File: src/rtl/mem_bus_ctrl_pkg.sv
// rtl/mem_bus_ctrl_pkg.sv - shared types and constants for the memory bus sequencer
package mem_bus_ctrl_pkg;

   localparam int unsigned ADDR_W = 64;
   localparam int unsigned DATA_W = 64;
   localparam int unsigned MASK_W = DATA_W / 8;
   localparam int unsigned CNT_W  = 16;

   localparam logic [MASK_W-1:0] RD_MASK = {MASK_W{1'b1}};

   typedef enum logic [1:0] {
      ST_IDLE = 2'd0,
      ST_REQ  = 2'd1,
      ST_RSP  = 2'd2,
      ST_DONE = 2'd3
   } state_e;

   function automatic logic [ADDR_W-1:0] align_addr(input logic [ADDR_W-1:0] a);
      return {a[ADDR_W-1:3], 3'b000};
   endfunction

endpackage

File: src/rtl/mem_bus_ctrl.sv
// rtl/mem_bus_ctrl.sv - single-outstanding memory transaction sequencer
// Issues one request per load/store, stalls until the response or timeout, then holds the result.
module mem_bus_ctrl
   import mem_bus_ctrl_pkg::*;
#(
   parameter int unsigned TIMEOUT = 255
) (
   input  logic              clk,
   input  logic              rst_n,
   input  logic              ex_valid,
   input  logic              ex_is_load,
   input  logic              ex_is_store,
   input  logic [ADDR_W-1:0] ex_addr,
   input  logic [DATA_W-1:0] ex_wr_data,
   input  logic [MASK_W-1:0] ex_byte_en,
   input  logic              ex_adv,
   input  logic              flush,
   output logic              mem_stall,
   output logic              mem_done,
   output logic              mem_err,
   output logic [DATA_W-1:0] mem_rd_data,
   output logic              bus_req_valid,
   input  logic              bus_req_ready,
   output logic [ADDR_W-1:0] bus_req_addr,
   output logic              bus_req_wen,
   output logic [DATA_W-1:0] bus_req_wdata,
   output logic [MASK_W-1:0] bus_req_wmask,
   input  logic              bus_rsp_valid,
   output logic              bus_rsp_ready,
   input  logic [DATA_W-1:0] bus_rsp_rdata,
   input  logic              bus_rsp_err
);

   localparam logic [CNT_W-1:0] TO_LAST = CNT_W'(TIMEOUT - 1);

   state_e            state_q, state_d;
   logic [ADDR_W-1:0] addr_q, addr_d;
   logic              wen_q, wen_d;
   logic [DATA_W-1:0] wdata_q, wdata_d;
   logic [MASK_W-1:0] wmask_q, wmask_d;
   logic              drop_q, drop_d;
   logic              err_q, err_d;
   logic [CNT_W-1:0]  cnt_q, cnt_d;
   logic [DATA_W-1:0] rd_data_q, rd_data_d;

   logic do_load, do_store, op;

   // A store with no lanes enabled is a no-op; load+store together counts as a store.
   assign do_store = ex_is_store & (|ex_byte_en);
   assign do_load  = ex_is_load & ~ex_is_store;
   assign op       = ex_valid & ~flush & (do_load | do_store);

   always_comb begin
      state_d       = state_q;
      addr_d        = addr_q;
      wen_d         = wen_q;
      wdata_d       = wdata_q;
      wmask_d       = wmask_q;
      drop_d        = drop_q;
      err_d         = err_q;
      cnt_d         = cnt_q;
      rd_data_d     = rd_data_q;
      mem_stall     = 1'b0;
      bus_req_valid = 1'b0;
      bus_rsp_ready = 1'b0;

      unique case (state_q)
         ST_IDLE: begin
            mem_stall = op;
            if (op) begin
               addr_d  = align_addr(ex_addr);
               wen_d   = ex_is_store;
               wdata_d = ex_is_store ? ex_wr_data : '0;
               wmask_d = ex_is_store ? ex_byte_en : RD_MASK;
               drop_d  = 1'b0;
               err_d   = 1'b0;
               state_d = ST_REQ;
            end
         end
         ST_REQ: begin
            mem_stall     = 1'b1;
            bus_req_valid = 1'b1;
            if (flush) drop_d = 1'b1;
            if (bus_req_ready) begin
               cnt_d   = '0;
               state_d = ST_RSP;
            end
         end
         ST_RSP: begin
            mem_stall     = 1'b1;
            bus_rsp_ready = 1'b1;
            if (flush) drop_d = 1'b1;
            if (bus_rsp_valid) begin
               if (!wen_q) rd_data_d = bus_rsp_rdata;
               err_d   = bus_rsp_err;
               state_d = ST_DONE;
            end else if (cnt_q == TO_LAST) begin
               err_d     = 1'b1;
               rd_data_d = '0;
               state_d   = ST_DONE;
            end else begin
               cnt_d = cnt_q + 1'b1;
            end
         end
         ST_DONE: begin
            // A squashed transaction has nobody waiting for it, so leave without ex_adv.
            if (drop_q || ex_adv || flush) state_d = ST_IDLE;
         end
         default: state_d = ST_IDLE;
      endcase
   end

   always_ff @(posedge clk or negedge rst_n) begin
      if (!rst_n) begin
         state_q <= ST_IDLE;
         drop_q  <= 1'b0;
         err_q   <= 1'b0;
         cnt_q   <= '0;
      end else begin
         state_q <= state_d;
         drop_q  <= drop_d;
         err_q   <= err_d;
         cnt_q   <= cnt_d;
      end
   end

   always_ff @(posedge clk or negedge rst_n) begin
      if (!rst_n) begin
         addr_q    <= '0;
         wen_q     <= 1'b0;
         wdata_q   <= '0;
         wmask_q   <= '0;
         rd_data_q <= '0;
      end else begin
         addr_q    <= addr_d;
         wen_q     <= wen_d;
         wdata_q   <= wdata_d;
         wmask_q   <= wmask_d;
         rd_data_q <= rd_data_d;
      end
   end

   assign bus_req_addr  = addr_q;
   assign bus_req_wen   = wen_q;
   assign bus_req_wdata = wdata_q;
   assign bus_req_wmask = wmask_q;
   assign mem_rd_data   = rd_data_q;
   assign mem_done      = (state_q == ST_DONE) & ~drop_q;
   assign mem_err       = (state_q == ST_DONE) & err_q & ~drop_q;

endmodule

File: config.mk
export PLATFORM = sky130hd
export DESIGN_NAME = mem_bus_ctrl
export DESIGN_NICKNAME = d
export VERILOG_FILES = /design/src/rtl/mem_bus_ctrl_pkg.sv /design/src/rtl/mem_bus_ctrl.sv
export SDC_FILE = /design/constraint.sdc
export NUM_CORES = 1
export LEC_CHECK = 0
export ABC_CLOCK_PERIOD_IN_PS = 2400
export BUFFER_PORTS_ARGS = -buffer_cell sky130_fd_sc_hd__buf_2
export CORE_AREA = 2 2 162 164
export DETAILED_ROUTE_END_ITERATION = 16
export DIE_AREA = 0 0 164 166
export GPL_TIMING_DRIVEN = 0
export PLACE_DENSITY = 0.65
export SLEW_MARGIN = 40
export SYNTH_ARGS = -nofsm -noshare
export SYNTH_HDL_FRONTEND = slang
export SYNTH_SLANG_ARGS = --single-unit
File: constraint.sdc
create_clock -name clk -period 2.4 [get_ports clk]
set_input_delay 0.12 -clock clk [delete_from_list [all_inputs] [get_ports clk]]
set_output_delay 0.12 -clock clk [all_outputs]
set_load 0.05 [all_outputs]
==> results of run 1 <==
-- worst min-delay path by stage --
| stage | slack (ns) | to | cells after the start |
|---|---|---|---|
| finish | 0.0009 | bus_req_wmask[6] | 3 |
| CTS | 0.004 | bus_req_wmask[6] | 3 |
| global route | 0.01 | bus_req_wmask[6] | 3 |
| detailed placement | -0.02 | mem_rd_data[29] | 1 |
| global placement | 0.31 | bus_req_addr[10] | 3 |
| floorplan | -0.18 | bus_req_addr[10] | 0 |
-- power groups by stage --
stage | logic (mW) | clock network (mW) | registers, mW
final | 11.6 | 3.55 | 6.29
after global routing | 12.2 | 3.78 | 6.48
after CTS | 11.5 | 3.63 | 6.23
after detailed placement | 11.2 | 0 | 6.24
after global placement | 11.1 | 0 | 6.22
after floorplan | 3.09 | 0 | 11.4
-- through the flow --
stage / worst slack [ns] / hold slack, ns / power [mW]
floorplan: 0.0693 / -0.176 / 14.5
global route: 0.0105 / 0.0134 / 22.5
global placement: -2.75 / 0.311 / 17.3
finish: 0.154 / 0.000852 / 21.4
CTS: 0.0253 / 0.00409 / 21.3
detailed placement: -0.0756 / -0.0170 / 17.4
-- metal layers --
metal / GRT usage (%) / vias to the layer above / routed length (µm) / share of wire [%]
met4: 10.5 / 0 / 1480 / 4.4
met5: 0 / - / 0 / 0
met2: 40.5 / 448 / 16300 / 48
li1: - / 4604 / - / -
met3: 4.85 / 107 / 2310 / 6.8
met1: 31.0 / 4763 / 13800 / 41
-- state kept, by name (all words and copies together), names as in the netlist --
name           flops
bus_req_wdata     64
mem_rd_data       64
bus_req_addr      61
cnt_q             16
bus_req_wmask      8
state_q            2
bus_req_wen        1
drop_q             1
err_q              1
-- layout make-up --
class | instances | area, µm² | area share, %
well taps | 335 | 419 | 2.82
clock buffers | 34 | 709 | 4.78
plain buffers | 75 | 367 | 2.47
inverters | 12 | 45.0 | 0.303
clock inverters | 7 | 41.3 | 0.278
flip-flops and latches | 218 | 5460 | 36.7
diodes | 1 | 2.50 | 0.0169
repair buffers | 612 | 4140 | 27.9
multi-input cells | 663 | 3670 | 24.7
-- layout by cell type, fill, tap and decap left out, types with 8 or more instances in the layout --
master         netlist  layout
a22o_1             131     131
a31oi_1              8       8
buf_2               16     418
clkbuf_1            51      49
clkbuf_16            0      25
dfrtp_1            218     218
dlygate4sd3_1        0     198
inv_1               12      10
nand2_1            339     339
nand3_1             76      76
nor2_1              19      18
-- worst max-delay path, delay by kind of cell --
kind          cells  cell delay [ns]
buf+inv           5             1.14
simple gates      5             0.85
-- kinds of logic after synthesis --
kind of cell | synth area share [%]
AO/OA/AOI/OAI | 15.3
adder cells (fa/ha/maj) | 1.06
buffers and inverters | 4.05
flip-flops | 57.6
multiplexers | 0.660
other | 0.0396
AND/OR/NAND/NOR | 21.3
-- timing repair --
action	4_1_cts	5_1_grt
resized for setup	7	21
hold buffers	198	0
pin swaps	0	1
setup buffers	0	2
hold endpoints to repair	280	0
endpoints found under the setup margin	61	65
==> metrics.md, run 1 <==
| Metric | Value |
|---|---|
| Status | complete, no violations |
| CTS Sinks | 218 |
| Post-placement cell count | 1716 |
| Clock-pin slew on the worst setup and hold paths | 0.06 ns |
| CTS H-tree lvls | 1 |
| Die width | 164 µm |
| Final Skew | 0.0161 ns |
| Setup tns final | 0 ns |
| Synthesized flop and latch total | roughly 220 |
| Synth warn | 0 |
| Initial Utilization | a little under two fifths |
| RD Place Congestion | ~0.90 |
| Critical Path End | mem_stall |
| Synthesized instance count | 967 |
| Post-DP HPWL | roughly 23000 µm |
| Cell Chain, Critical Path | dlygate4sd3_1, buf_2, nor3_1, nand4_1, and3_1, buf_8, buf_6, nor2_1, nor2_1, buf_6 |
| Flop pwr share | between 20 and 30% |
| Max Buffers Root-to-Sink | 3 |
| WP data arrival | 2.13 ns |
| PD cells | 1440 nW/µm² |
| Type of the worst setup path | input pin to primary output |
| ANT nets after route | 0 |
| RR Startpoint | state_q[0] |
| Global Route Usage Sum | 24.4% |
| Post-layout util | 58.0% |
| Worst endpoint required time | 2.28 ns |
| Avg Inst Size Synth | 9.80 µm² |
| Share of layout cells above drive strength 1 | 30.4% |
| Synth cell count leaders | nand2_1, dfrtp_1, a22o_1 |
| Max-slew headroom | 56.1% |
| Die ar. | between 20000 and 30000 µm² |
| RSZ-0062 raised after global routing | false |
| Synth top area share | 57.6% |
| Hold Violations, Final | 0 |
| CP Launch Type | input pin |
| Io pins | around 420 |
| Placed Area | 12000 µm² |
| Highest-delay cell along the critical path | dlygate4sd3_1 |
| Cell with the most instances after synthesis | nand2_1 |
| Endpoints failing setup | 0 |
| EDFF count, synth | 0 |
| Core outline area | between 20000 and 30000 µm² |
| Sequential element share of the synthesized area | 57.6% |
| Layout area overhead | 56.8% |
| Area of the mapped netlist | 9470 µm² |
| Vias per cell | slightly above 5 |
| Post-route cell area | 14800 µm² |
| Die span in y | ~170 µm |
| Final Critical Period | 2.25 ns |
| Clk_lat worst skew | 0.53 ns |
| GRT overflow | 0 |
| Wirelength, routed | 33900 µm |
| Critical Path Max Stage Delay | between 0.5 and 0.6 ns |
| Max Freq | 0.445 GHz |
| Final net count | 1825 |
| # rows | 59 |
| FILL cells | 2122 |
| Combinational share of power | 54.1% |
| Worst setup path startpoint | ex_byte_en[1] |
| Leakage power total | 7.81 nW |
| Final period util | 93.6% |
| CTS tree | yes |
| Worst Tran Pin Value | ~0.66 ns |
| Detailed router's first-iteration violation count | 665 |
| Switching Fraction | 51.4% |
| Post-synth cell types | 51 |
| CP max FO | 15 |
| Clock Power Share | between 10% and 20% |
| Root Driver | clkbuf_16 |
| Largest cells by area after synthesis | dfrtp_1, nand2_1, a22o_1 |
| DR WL/cell | ~17 µm |
| Max Cap Viol | 0 |
| First-pass GRT wire length | 53900 µm |
| Fin cells | 1957 |
| # DRC | 0 |
| DRT Pass-1 Iters | 5 |
| Routed vias | 9922 |
| Largest net degree at the start of global routing | 74 |
| R2R setup slack | about 0.19 ns |
| Sw Pwr | 11.0 mW |
| Port-buffer cells | 409 |
| Number of CTS-inserted buffers | 25 |
| Min-delay worst type | input pin to flip-flop |
| Dominant synthesized flop cell | dfrtp_1 |
| R2R cell count | 7 |
| Crit end category | primary output |
| RR Endpoint | mem_rd_data[3] |
| Worst vdd ir | 0.843 mV |
| Int Power | 10.4 mW |
| Hold Startpoint | ex_byte_en[6] |
| Slew Viols, Final | 0 |
| Initial antenna violation count | 1 |
| Area leader, netlist | dfrtp_1 |
| Vias in the first global route | 10000 |
| Async set or reset register ratio after synthesis | 100% |
Note: power is estimated with default switching activity, not from simulation.
==> run 2: changes to the inputs <==
--- a/config.mk
+++ b/config.mk
@@ -5,13 +5,13 @@
 export SDC_FILE = /design/constraint.sdc
 export NUM_CORES = 1
 export LEC_CHECK = 0
-export ABC_CLOCK_PERIOD_IN_PS = 2400
+export ABC_CLOCK_PERIOD_IN_PS = 2900
 export BUFFER_PORTS_ARGS = -buffer_cell sky130_fd_sc_hd__buf_2
-export CORE_AREA = 2 2 162 164
+export CORE_AREA = 2 2 161 163
 export DETAILED_ROUTE_END_ITERATION = 16
-export DIE_AREA = 0 0 164 166
+export DIE_AREA = 0 0 163 165
 export GPL_TIMING_DRIVEN = 0
-export PLACE_DENSITY = 0.65
+export PLACE_DENSITY = 0.66
 export SLEW_MARGIN = 40
 export SYNTH_ARGS = -nofsm -noshare
 export SYNTH_HDL_FRONTEND = slang
==> constraint.sdc (replaced) <==
create_clock -name clk -period 2.9 [get_ports clk]
set_input_delay 0.145 -clock clk [delete_from_list [all_inputs] [get_ports clk]]
set_output_delay 0.145 -clock clk [all_outputs]
set_load 0.05 [all_outputs]
==> run 2 against run 1 <==
Effect of this change:
- routed wire length increased by 3.3%
- cell count decreased by 0.15%
- setup slack improved by 0.015 ns
- largest power group unchanged
- clock power decreased by 5%
- register-to-register slack improved by 0.19 ns
- global-route usage increased by 0.88 points
- cell area increased by 0.33%
- clock skew decreased by 0.0048 ns
- largest cell class unchanged
==> metrics.md, run 2 (synthesized netlist as in run 1, its figures left out) <==
| Metric | Value |
|---|---|
| CP Launch Type | flip-flop |
| FILL cells | 2053 (-3.3%) |
| Final Skew | 0.0113 ns (-0.00483 ns) |
| Routed vias | 10000 (+1.0%) |
| CTS tree | yes |
| Number of CTS-inserted buffers | 25 (unchanged) |
| Flop pwr share | 28.7% (-0.7 points) |
| RR Startpoint | state_q[0] |
| Setup tns final | 0 ns (unchanged) |
| Busiest grt layer | met2 |
| CTS Sinks | 218 (unchanged) |
| Core outline area | 25000 µm² (-2.3%) |
| Max-slew headroom | 47.8% (-8.3 points) |
| Type of the worst setup path | flip-flop to primary output |
| Max Freq | 0.366 GHz |
| # DRC | 0 (unchanged) |
| Share of layout cells above drive strength 1 | 29.7% (-0.64 points) |
| Met3 Track Usage GR | 4.29% (-0.55 points) |
| CTS H-tree lvls | 1 (unchanged) |
| Post-route cell area | 14900 µm² (+0.33%) |
| Worst hold slack | 0.0329 ns (+0.0320 ns) |
| Worst Tran Pin Value | 0.780 ns (+0.121 ns) |
| Io pins | 416 (unchanged) |
| Die span in y | 165 µm (-0.60%) |
| Status | complete, no violations |
| RR Endpoint | mem_rd_data[48] |
| Initial antenna violation count | 2 (+1) |
| Max Buffers Root-to-Sink | 3 (unchanged) |
| R2R setup slack | 0.38 ns (+0.19 ns) |
| GRT overflow | 0 (unchanged) |
| DRT Pass-1 Iters | 5 (unchanged) |
| Commonest non-fill, non-tap cell in the layout | buf_2 |
| Root Driver | clkbuf_16 |
| Detailed router's first-iteration violation count | 677 (+1.8%) |
| Largest net degree at the start of global routing | 74 (unchanged) |
| Sw Pwr | 9.20 mW (-17%) |
| Int Power | 8.97 mW (-14%) |
| Switching Fraction | 50.6% (-0.76 points) |
| Final net count | 1823 (-0.11%) |
| PD cells | 1220 nW/µm² (-16%) |
| Hold Startpoint | ex_byte_en[6] |
| Hold EP | bus_req_wmask[6] |
| Port-buffer cells | 409 (unchanged) |
| WHS Path Cells | 3 (unchanged) |
| Final Critical Period | 2.73 ns |
| Initial Utilization | 37.8% (+0.86 points) |
| Combinational share of power | 52.7% (-1.4 points) |
| Global Route Usage Sum | 25.3% (+0.88 points) |
| Post-DP HPWL | 23600 µm (+1.9%) |
| Worst vdd ir | 0.876 mV (+3.9%) |
| Global routing usage on met2 | 43.4% (+2.9 points) |
| Leakage power total | 7.83 nW (+0.26%) |
| Endpoints failing setup | 0 (unchanged) |
| Clk_lat worst skew | 0.51 ns (-0.02 ns) |
| Post-layout util | 59.5% (+1.5 points) |
| R2R cell count | 8 (+1) |
| Fin cells | 1954 (-0.15%) |
| Clock Power Share | 18.6% (+2.0 points) |
| # rows | 58 (-1.7%) |
| Most frequent cells in the layout | buf_2, nand2_1, dfrtp_1 |
| Post-placement cell count | 1711 (-0.29%) |
| Placed Area | 12000 µm² (about the same) |
| CP max FO | 15 (unchanged) |
| Slew Viols, Final | 0 (unchanged) |
| Die width | 163 µm (-0.61%) |
| Final period util | 94.2% |
| DR WL/cell | 17.9 µm (+3.5%) |
| RD Place Congestion | 0.861 (-4.4%) |
| Vias in the first global route | 10200 (+1.8%) |
| Layout area overhead | 57.3% |
| Met1 global-route usage | 31.3% (+0.25 points) |
| Die ar. | 26900 µm² (-1.2%) |
| ANT nets after route | 0 (unchanged) |
| Min-delay worst type | input pin to flip-flop |
| Vias per cell | 5.13 (+1.2%) |
| Clock-pin slew on the worst setup and hold paths | 0.06 ns (about the same) |
| Hold Violations, Final | 0 (unchanged) |
| RSZ-0062 raised after global routing | false |
| Worst endpoint required time | 2.76 ns (+0.48 ns) |
| Multi-input combinational cell area | 3640 µm² (-0.72%) |
| Wirelength, routed | 35000 µm (+3.3%) |
| Crit end category | primary output |
| Max Cap Viol | 0 (unchanged) |
| FF+latch area | 5460 µm² (unchanged) |
| WP data arrival | 2.59 ns (+0.46 ns) |
| First-pass GRT wire length | 54200 µm (+0.65%) |
-- run 2: worst max-delay path by stage --
stage | startpoint | to | slack (ns) | cells after the start
4_1_cts | state_q[0] | mem_stall | 0.009 | 8
5_1_grt | state_q[0] | mem_stall | 0.01 | 8
6_report | state_q[0] | mem_stall | 0.17 | 8
2_1_floorplan | state_q[0] | mem_rd_data[43] | 0.57 | 8
3_3_place_gp | rst_n | bus_req_wdata[36] | -2.24 | 1
3_5_place_dp | state_q[0] | mem_stall | 0.32 | 9
-- run 2: area by class of cell --
type | count | area share, %
flip-flops and latches | 218 | 36.6
clock inverters | 7 | 0.924
repair buffers | 610 | 27.7
clock buffers | 37 | 4.97
inverters | 12 | 0.302
diodes | 2 | 0.0336
multi-input cells | 663 | 24.4
well taps | 330 | 2.77
plain buffers | 75 | 2.28
-- run 2: power by group through the flow --
stage	registers (mW)	logic [mW]	clock network (mW)
floorplan	9.45	2.56	0
global placement	5.16	9.18	0
detailed placement	5.19	9.31	0
CTS	5.18	9.52	3.45
global route	5.36	10.1	3.57
finish	5.22	9.58	3.38
-- run 2: stage by stage --
stage          worst slack (ns)  total power, mW
2_1_floorplan             0.569             12.0
3_3_place_gp              -2.24             14.3
3_5_place_dp              0.316             14.5
4_1_cts                 0.00856             18.1
5_1_grt                  0.0139             19.0
6_report                  0.169             18.2
-- run 2: metal layers --
layer  part of all wire [%]  up-vias  wire length [µm]
li1                       -     4613                 -
met1                     39     4854             13800
met2                     50      438             17500
met3                    6.3      119              2190
met4                    4.4        0              1550
met5                      0        -                 0
-- run 2: critical path, cell delays in order (launching register included) --
cell	delay, ns
dfrtp_1	0.41
inv_1	0.15
ha_1	0.31
and3_1	0.20
clkbuf_4	0.27
buf_4	0.28
nor2_1	0.09
nor2_1	0.08
buf_2	0.29
-- run 2: repair_timing --
action	4_1_cts	5_1_grt
pin swaps	0	0
endpoints found under the hold margin	353	0
endpoints found under the setup margin	1	1
hold buffers	198	0
resized for setup	1	1
setup buffers	0	0
